<file path="src/rtl/ntt_pkg.sv">
// Shared constants, state encoding and conf-code helpers
// for the mixed-radix 512-point NTT/INTT scheduler.
package ntt_pkg;

  localparam int R4_CYCLES = 512;
  localparam int R2_CYCLES = 128;
  localparam int DRAIN4    = 14;
  localparam int DRAIN2    = 8;
  localparam int WD_MARGIN = 16;
  localparam int CNT_W     = $clog2(R4_CYCLES + WD_MARGIN + 1);

  localparam logic [3:0] IDLE             = 4'b0000;
  localparam logic [3:0] RADIX2_NTT       = 4'b0001;
  localparam logic [3:0] RADIX4_NTT       = 4'b0010;
  localparam logic [3:0] DONE_RADIX2_NTT  = 4'b0011;
  localparam logic [3:0] DONE_RADIX4_NTT  = 4'b0100;
  localparam logic [3:0] RADIX4_INTT      = 4'b0101;
  localparam logic [3:0] RADIX2_INTT      = 4'b0110;
  localparam logic [3:0] DONE_RADIX2_INTT = 4'b0111;
  localparam logic [3:0] DONE_RADIX4_INTT = 4'b1000;

  localparam logic [2:0] DONE_R2 = 3'b001;
  localparam logic [2:0] DONE_R4 = 3'b010;

  typedef enum logic [2:0] {
    S_IDLE,
    S_RUN_A,
    S_DRAIN_A,
    S_RUN_B,
    S_DRAIN_B
  } state_e;

  function automatic logic [3:0] run_code(
    input logic inv,
    input logic r4
  );
    if (inv) return r4 ? RADIX4_INTT : RADIX2_INTT;
    return r4 ? RADIX4_NTT : RADIX2_NTT;
  endfunction

  function automatic logic [3:0] drain_code(
    input logic inv,
    input logic r4
  );
    if (inv) return r4 ? DONE_RADIX4_INTT : DONE_RADIX2_INTT;
    return r4 ? DONE_RADIX4_NTT : DONE_RADIX2_NTT;
  endfunction

endpackage

</file>
<file path="src/rtl/ntt_op_scheduler_phase_timer.sv">
// Saturating up-counter with synchronous clear and
// terminal compare; shared by run, watchdog and drain timing.
module phase_timer
  import ntt_pkg::*;
#(
  parameter int W = CNT_W
) (
  input  logic         clk,
  input  logic         rst_n,
  input  logic         clr,
  input  logic [W-1:0] term,
  output logic         hit
);

  logic [W-1:0] count_q;
  logic [W-1:0] count_d;

  always_comb begin
    count_d = count_q;
    if (clr)           count_d = '0;
    else if (!(&count_q)) count_d = count_q + W'(1);
  end

  always_ff @(posedge clk or negedge rst_n) begin
    if (!rst_n) count_q <= '0;
    else        count_q <= count_d;
  end

  assign hit = (count_q == term);

endmodule

</file>
<file path="src/rtl/ntt_op_scheduler.sv">
// Top-level sequencer: orders radix-4/radix-2 phases, holds
// DONE codes while the butterfly pipeline drains.
module ntt_op_scheduler
  import ntt_pkg::*;
(
  input  logic       clk,
  input  logic       rst,
  input  logic       start,
  input  logic       inverse,
  input  logic       abort,
  input  logic [2:0] done_flag,
  output logic [3:0] conf,
  output logic       busy,
  output logic       done,
  output logic       err,
  output logic [1:0] phase
);

  state_e           state_q, state_d;
  logic [3:0]       conf_q, conf_d;
  logic             busy_q, busy_d;
  logic             done_q, done_d;
  logic             err_q, err_d;
  logic [1:0]       phase_q, phase_d;
  logic             inv_q, inv_d;
  logic             tclr;
  logic             hit;
  logic             r4;
  logic             go;
  logic [CNT_W-1:0] term;

  phase_timer #(.W(CNT_W)) u_timer (
    .clk   (clk),
    .rst_n (rst),
    .clr   (tclr),
    .term  (term),
    .hit   (hit)
  );

  always_comb begin
    state_d = state_q;
    conf_d  = conf_q;
    busy_d  = busy_q;
    done_d  = 1'b0;
    err_d   = 1'b0;
    phase_d = phase_q;
    inv_d   = inv_q;
    tclr    = 1'b0;
    r4      = 1'b0;
    go      = 1'b0;
    term    = '0;
    unique case (state_q)
      S_IDLE: begin
        tclr = 1'b1;
        if (start) begin
          state_d = S_RUN_A;
          inv_d   = inverse;
          conf_d  = run_code(inverse, !inverse);
          busy_d  = 1'b1;
          phase_d = 2'd1;
        end
      end
      S_RUN_A, S_RUN_B: begin
        r4 = (state_q == S_RUN_A) ^ inv_q;
        // INTT is purely timed; NTT waits for the flag under a watchdog
        if (inv_q) begin
          term = r4 ? CNT_W'(R4_CYCLES - 1) : CNT_W'(R2_CYCLES - 1);
          go   = hit;
        end else begin
          term = r4 ? CNT_W'(R4_CYCLES + WD_MARGIN)
                    : CNT_W'(R2_CYCLES + WD_MARGIN);
          go   = (done_flag == (r4 ? DONE_R4 : DONE_R2));
        end
        if (go) begin
          state_d = (state_q == S_RUN_A) ? S_DRAIN_A : S_DRAIN_B;
          conf_d  = drain_code(inv_q, r4);
          phase_d = 2'd3;
          tclr    = 1'b1;
        end else if (hit) begin
          state_d = S_IDLE;
          conf_d  = IDLE;
          busy_d  = 1'b0;
          phase_d = 2'd0;
          err_d   = 1'b1;
          tclr    = 1'b1;
        end
      end
      S_DRAIN_A, S_DRAIN_B: begin
        r4   = (state_q == S_DRAIN_A) ^ inv_q;
        term = r4 ? CNT_W'(DRAIN4 - 1) : CNT_W'(DRAIN2 - 1);
        if (hit) begin
          tclr = 1'b1;
          if (state_q == S_DRAIN_A) begin
            state_d = S_RUN_B;
            conf_d  = run_code(inv_q, !r4);
            phase_d = 2'd2;
          end else begin
            state_d = S_IDLE;
            conf_d  = IDLE;
            busy_d  = 1'b0;
            phase_d = 2'd0;
            done_d  = 1'b1;
          end
        end
      end
      default: begin
        state_d = S_IDLE;
        conf_d  = IDLE;
        busy_d  = 1'b0;
        phase_d = 2'd0;
        tclr    = 1'b1;
      end
    endcase
    if (abort) begin
      state_d = S_IDLE;
      conf_d  = IDLE;
      busy_d  = 1'b0;
      phase_d = 2'd0;
      done_d  = 1'b0;
      err_d   = 1'b0;
      inv_d   = inv_q;
      tclr    = 1'b1;
    end
  end

  always_ff @(posedge clk or negedge rst) begin
    if (!rst) begin
      state_q <= S_IDLE;
      conf_q  <= IDLE;
      busy_q  <= 1'b0;
      done_q  <= 1'b0;
      err_q   <= 1'b0;
      phase_q <= 2'd0;
      inv_q   <= 1'b0;
    end else begin
      state_q <= state_d;
      conf_q  <= conf_d;
      busy_q  <= busy_d;
      done_q  <= done_d;
      err_q   <= err_d;
      phase_q <= phase_d;
      inv_q   <= inv_d;
    end
  end

  assign conf  = conf_q;
  assign busy  = busy_q;
  assign done  = done_q;
  assign err   = err_q;
  assign phase = phase_q;

endmodule

</file>
<file path="config.mk">
export PLATFORM = sky130hd
export DESIGN_NAME = ntt_op_scheduler
export DESIGN_NICKNAME = d
export VERILOG_FILES = /design/src/rtl/ntt_pkg.sv /design/src/rtl/ntt_op_scheduler_phase_timer.sv /design/src/rtl/ntt_op_scheduler.sv
export SDC_FILE = /design/constraint.sdc
export NUM_CORES = 1
export LEC_CHECK = 0
export ABC_AREA = 1
export BUFFER_PORTS_ARGS = -buffer_cell sky130_fd_sc_hd__buf_2
export CELL_PAD_IN_SITES_DETAIL_PLACEMENT = 2
export CELL_PAD_IN_SITES_GLOBAL_PLACEMENT = 2
export CORE_MARGIN = 2
export CORE_UTILIZATION = 30
export DETAILED_ROUTE_END_ITERATION = 10
export PLACE_DENSITY = 0.81
export SLEW_MARGIN = 20
export SYNTH_ARGS = -nofsm -noshare
export SYNTH_HDL_FRONTEND = slang
export SYNTH_SLANG_ARGS = --single-unit
export TNS_END_PERCENT = 20
</file>
<file path="constraint.sdc">
create_clock -name clk -period 6.5 [get_ports clk]
set_input_delay 0.65 -clock clk [delete_from_list [all_inputs] [get_ports clk]]
set_output_delay 0.65 -clock clk [all_outputs]
set_load 0.05 [all_outputs]
</file>
==> metrics.md <==
| Metric | Value |
|---|---|
| Status | `complete, no violations` |
| First-pass GRT wire length | `between 7 and 8 mm` |
| Worst Path Max Fanout | `12` |
| CP Cell Sequence | `inv_2 -> nor2_4 -> inv_1 -> nor2_1 -> ha_1 -> inv_1 -> nand2_1 -> nand2_1 -> nand2_1 -> nand2_1 -> nand3_1 -> nor2_2 -> nand3_2 -> nand2_4 -> nand2_2 -> nand2_4 -> nand2_4 -> inv_2 -> o21ai_0` |
| DR pass1 iterations | `4` |
| Hold Crit Class | `input pin to asynchronous set/reset pin` |
| DRC Markers | `0` |
| Synth Area in XOR/XNOR | `2.91%` |
| Syn_area_per_cell | `7.09 um2` |
| Largest net degree at the start of global routing | `24` |
| Synth area leader | `dfrtp_1` |
| Full die area | `approximately 5600 um2` |
| Initial drt markers | `61` |
| Period utilization | `47.1%` |
| Synth Area in Compound Gates | `roughly 7.3%` |
| Number of synthesized flops with an enable pin | `0` |
| Fin util | `35.3%` |
| Starting density of the core | `31.4%` |
| RD Place Congestion | `~0.84` |
| Largest family of logic cells by synthesized area | `simple AND/OR/NAND/NOR gates` |
| Max_slew headroom | `~64%` |
| Main flop type after synthesis | `dfrtp_1` |
| Worst skew pair latency | `0.27 ns` |
| CTS buffer count | `3` |
| H-tree Lvls | `1` |
| Total Wirelength | `4.39 mm` |
| Die width | `approximately 75 um` |
| Setup CP Type | `flop to flop` |
| Total grt overflow | `0` |
| Cell mode on critical path | `nand2_1` |
| Syn Inst Count | `212` |
| Hold_ws | `between 0.3 and 0.4 ns` |
| Clk sinks | `23` |
| Yosys warning count | `0` |
| FFs w/ async S/R, synth | `between 90% and 100%` |
| Adder and majority cell fraction of the synthesized area | `3.33%` |
| Layout Nets | `242` |
| Die Y | `74.8 um` |
| Register bit count reported by yosys | `23` |
| Max Fclk | `0.327 GHz` |
| Power Density | `437 nW/um2` |
| Vias | `1434` |
| Fill count | `603` |
| Setup crit end kind | `flop` |
| CP Data Required Time | `approximately 6.7 ns` |
| Quantity of hold-fixing buffers added after cts | `0` |
| PostCTS Resize Cnt | `0` |
| Max-cap violation count | `0` |
| Routed Antenna Nets | `0` |
| Clock Tree Buf Depth | `2` |
| Rows | `25` |
| Post-CTS setup buffers | `0` |
| Mean routed wirelength per cell | `14.8 um` |
| RSZ-0062 raised after global routing | `no` |
| Simple-gate portion of the synthesized area | `38.8%` |
| DP HPWL | `3.43 mm` |
| Final Max Tran Viols | `0` |
| CP peak stage delay | `a little over 0.5 ns` |
| R2r startpoint | `state_q[0]$_DFFE_PN0P_` |
| Post-synthesis sequential area ratio | `38.3%` |
| Endpoints failing hold | `0` |
| Leakage power | `0.000872 uW` |
| Most instantiated library cell after synthesis | `nand2_1` |
| CP Launch Type | `flop` |
| Root Buffer | `clkbuf_8` |
| Crit path from | `state_q[0]$_DFFE_PN0P_` |
| Synth top area cells | `dfrtp_1 (38%), nand2_1 (14%), nor2_1 (7.5%)` |
| Initial antenna violation count | `0` |
| CTS tree | `built` |
| Total GRT Usage | `17.3%` |
| Worst path arrival time | `3.21 ns` |
| Core area | `~4800 um2` |
| Share of the synthesized area in the top cell type | `38.3%` |
| Max IR drop VDD | `0.000122 V` |
| Vias in the first global route | `1449` |
| Via density | `4.84` |
| Port bufs | `16` |
| Antenna Cells | `0` |
| Final setup TNS | `0 ns` |
| Share of layout cells above drive strength 1 | `roughly 14%` |
| Area grow syn2layout | `12.3%` |
| Clock slew at reported path FFs | `0.09 ns` |
| Tightest Pin Transition | `0.544 ns` |
| Boundary Pins | `17` |
| Setup violations, final | `0` |
| Mux contribution to synthesized area | `0%` |
| Syn Nets | `224` |
| Distinct cells, synth | `26` |
| Worst Skew | `around 0.0012 ns` |
| Post-synth top cells | `nand2_1 (58), nor2_1 (30), inv_1 (29)` |
| Synthesized area | `1500 um2` |
| Minimum clock period | `3.06 ns` |
| Crit-path slowest cell | `dfrtp_1` |
sequential cells by signal (all words and copies together) (netlist names):
name             count
u_timer.count_q     10
err                  1
state_q              3
phase                2
done                 1
busy                 1
conf                 4
inv_q                1
cells in the final DEF, fill, tap and decap left out, drive strengths merged:
master  Yosys  final
nand2      62     62
dfrtp      23     23
xnor2       1      1
clkbuf      0      4
inv        31     31
ha          4      4
a211oi      2      2
o21ai      12     12
nand4       5      5
nor3        3      3
xor2        4      4
nand3b      1      1
nor2       33     33
o22ai       1      1
nand3      23     23
a21oi       3      3
o21bai      1      1
buf         3     16
per-stage QoR:
step | total power, uW | setup WS [ns] | instance area (um2) | instances
after floorplan | 544 | 4.16 | 1500 | 212
final | 737 | 3.44 | 1690 | 296
after CTS | 754 | 3.37 | 1690 | 296
after global placement | 635 | 3.49 | 1640 | 292
after detailed placement | 648 | 3.44 | 1640 | 292
after global routing | 810 | 3.13 | 1690 | 296
critical path, delay by kind of cell, from the launching register on:
family / cells / cell delay, ns
buffers and inverters: 4 / 0.33
adders and majority gates: 1 / 0.31
AOI/OAI and AO/OA: 1 / 0.07
and+or+nand+nor: 13 / 1.70
DFF: 1 / 0.51
path summary, 6_finish.rpt:
check	to	slack, ns	depth (start not counted)
worst min register to register	phase[1]$_DFFE_PN0P_	0.48	2
max in group asynchronous	u_timer.count_q[7]$_DFFE_PN0P_	5.78	1
worst max register to register	state_q[2]$_DFFE_PN0P_	3.44	19
worst min-delay path	inv_q$_DFFE_PN0P_	0.35	1
worst max-delay path	state_q[2]$_DFFE_PN0P_	3.44	19
min in group clk	phase[1]$_DFFE_PN0P_	0.48	2
metal layers:
metal,vias to the layer above,global-route usage (%),routed length [um],share of wire (%)
li1,699,-,-,-
met1,705,20.7,1940,44
met2,22,31.9,2260,52
met3,8,2.14,97,2.2
met4,0,5.75,85,1.9
met5,-,0,0,0
layout make-up:
class                      instances  area (um2)  share of cell area (%)
timing repair buffer              16        80.1                    4.74
sequential                        23         576                    34.1
multi-input combinational        155         787                    46.6
clock buffer                       4        45.0                    2.67
tap                               67        83.8                    4.97
inverter                          31         116                    6.89
report_power, final:
part	switching [uW]	internal [uW]	total, uW
registers	33.3	171	204
logic	316	123	439
clock network	49.8	43.8	93.6
cells by family after synthesis:
logic type,after synthesis
AOI/OAI and AO/OA,19
xor gates and xnor gates,5
adders and majority gates,4
buffers and inverters,34
DFF,23
and+or+nand+nor,127
No activity file was read; power rests on OpenSTA's default activity.
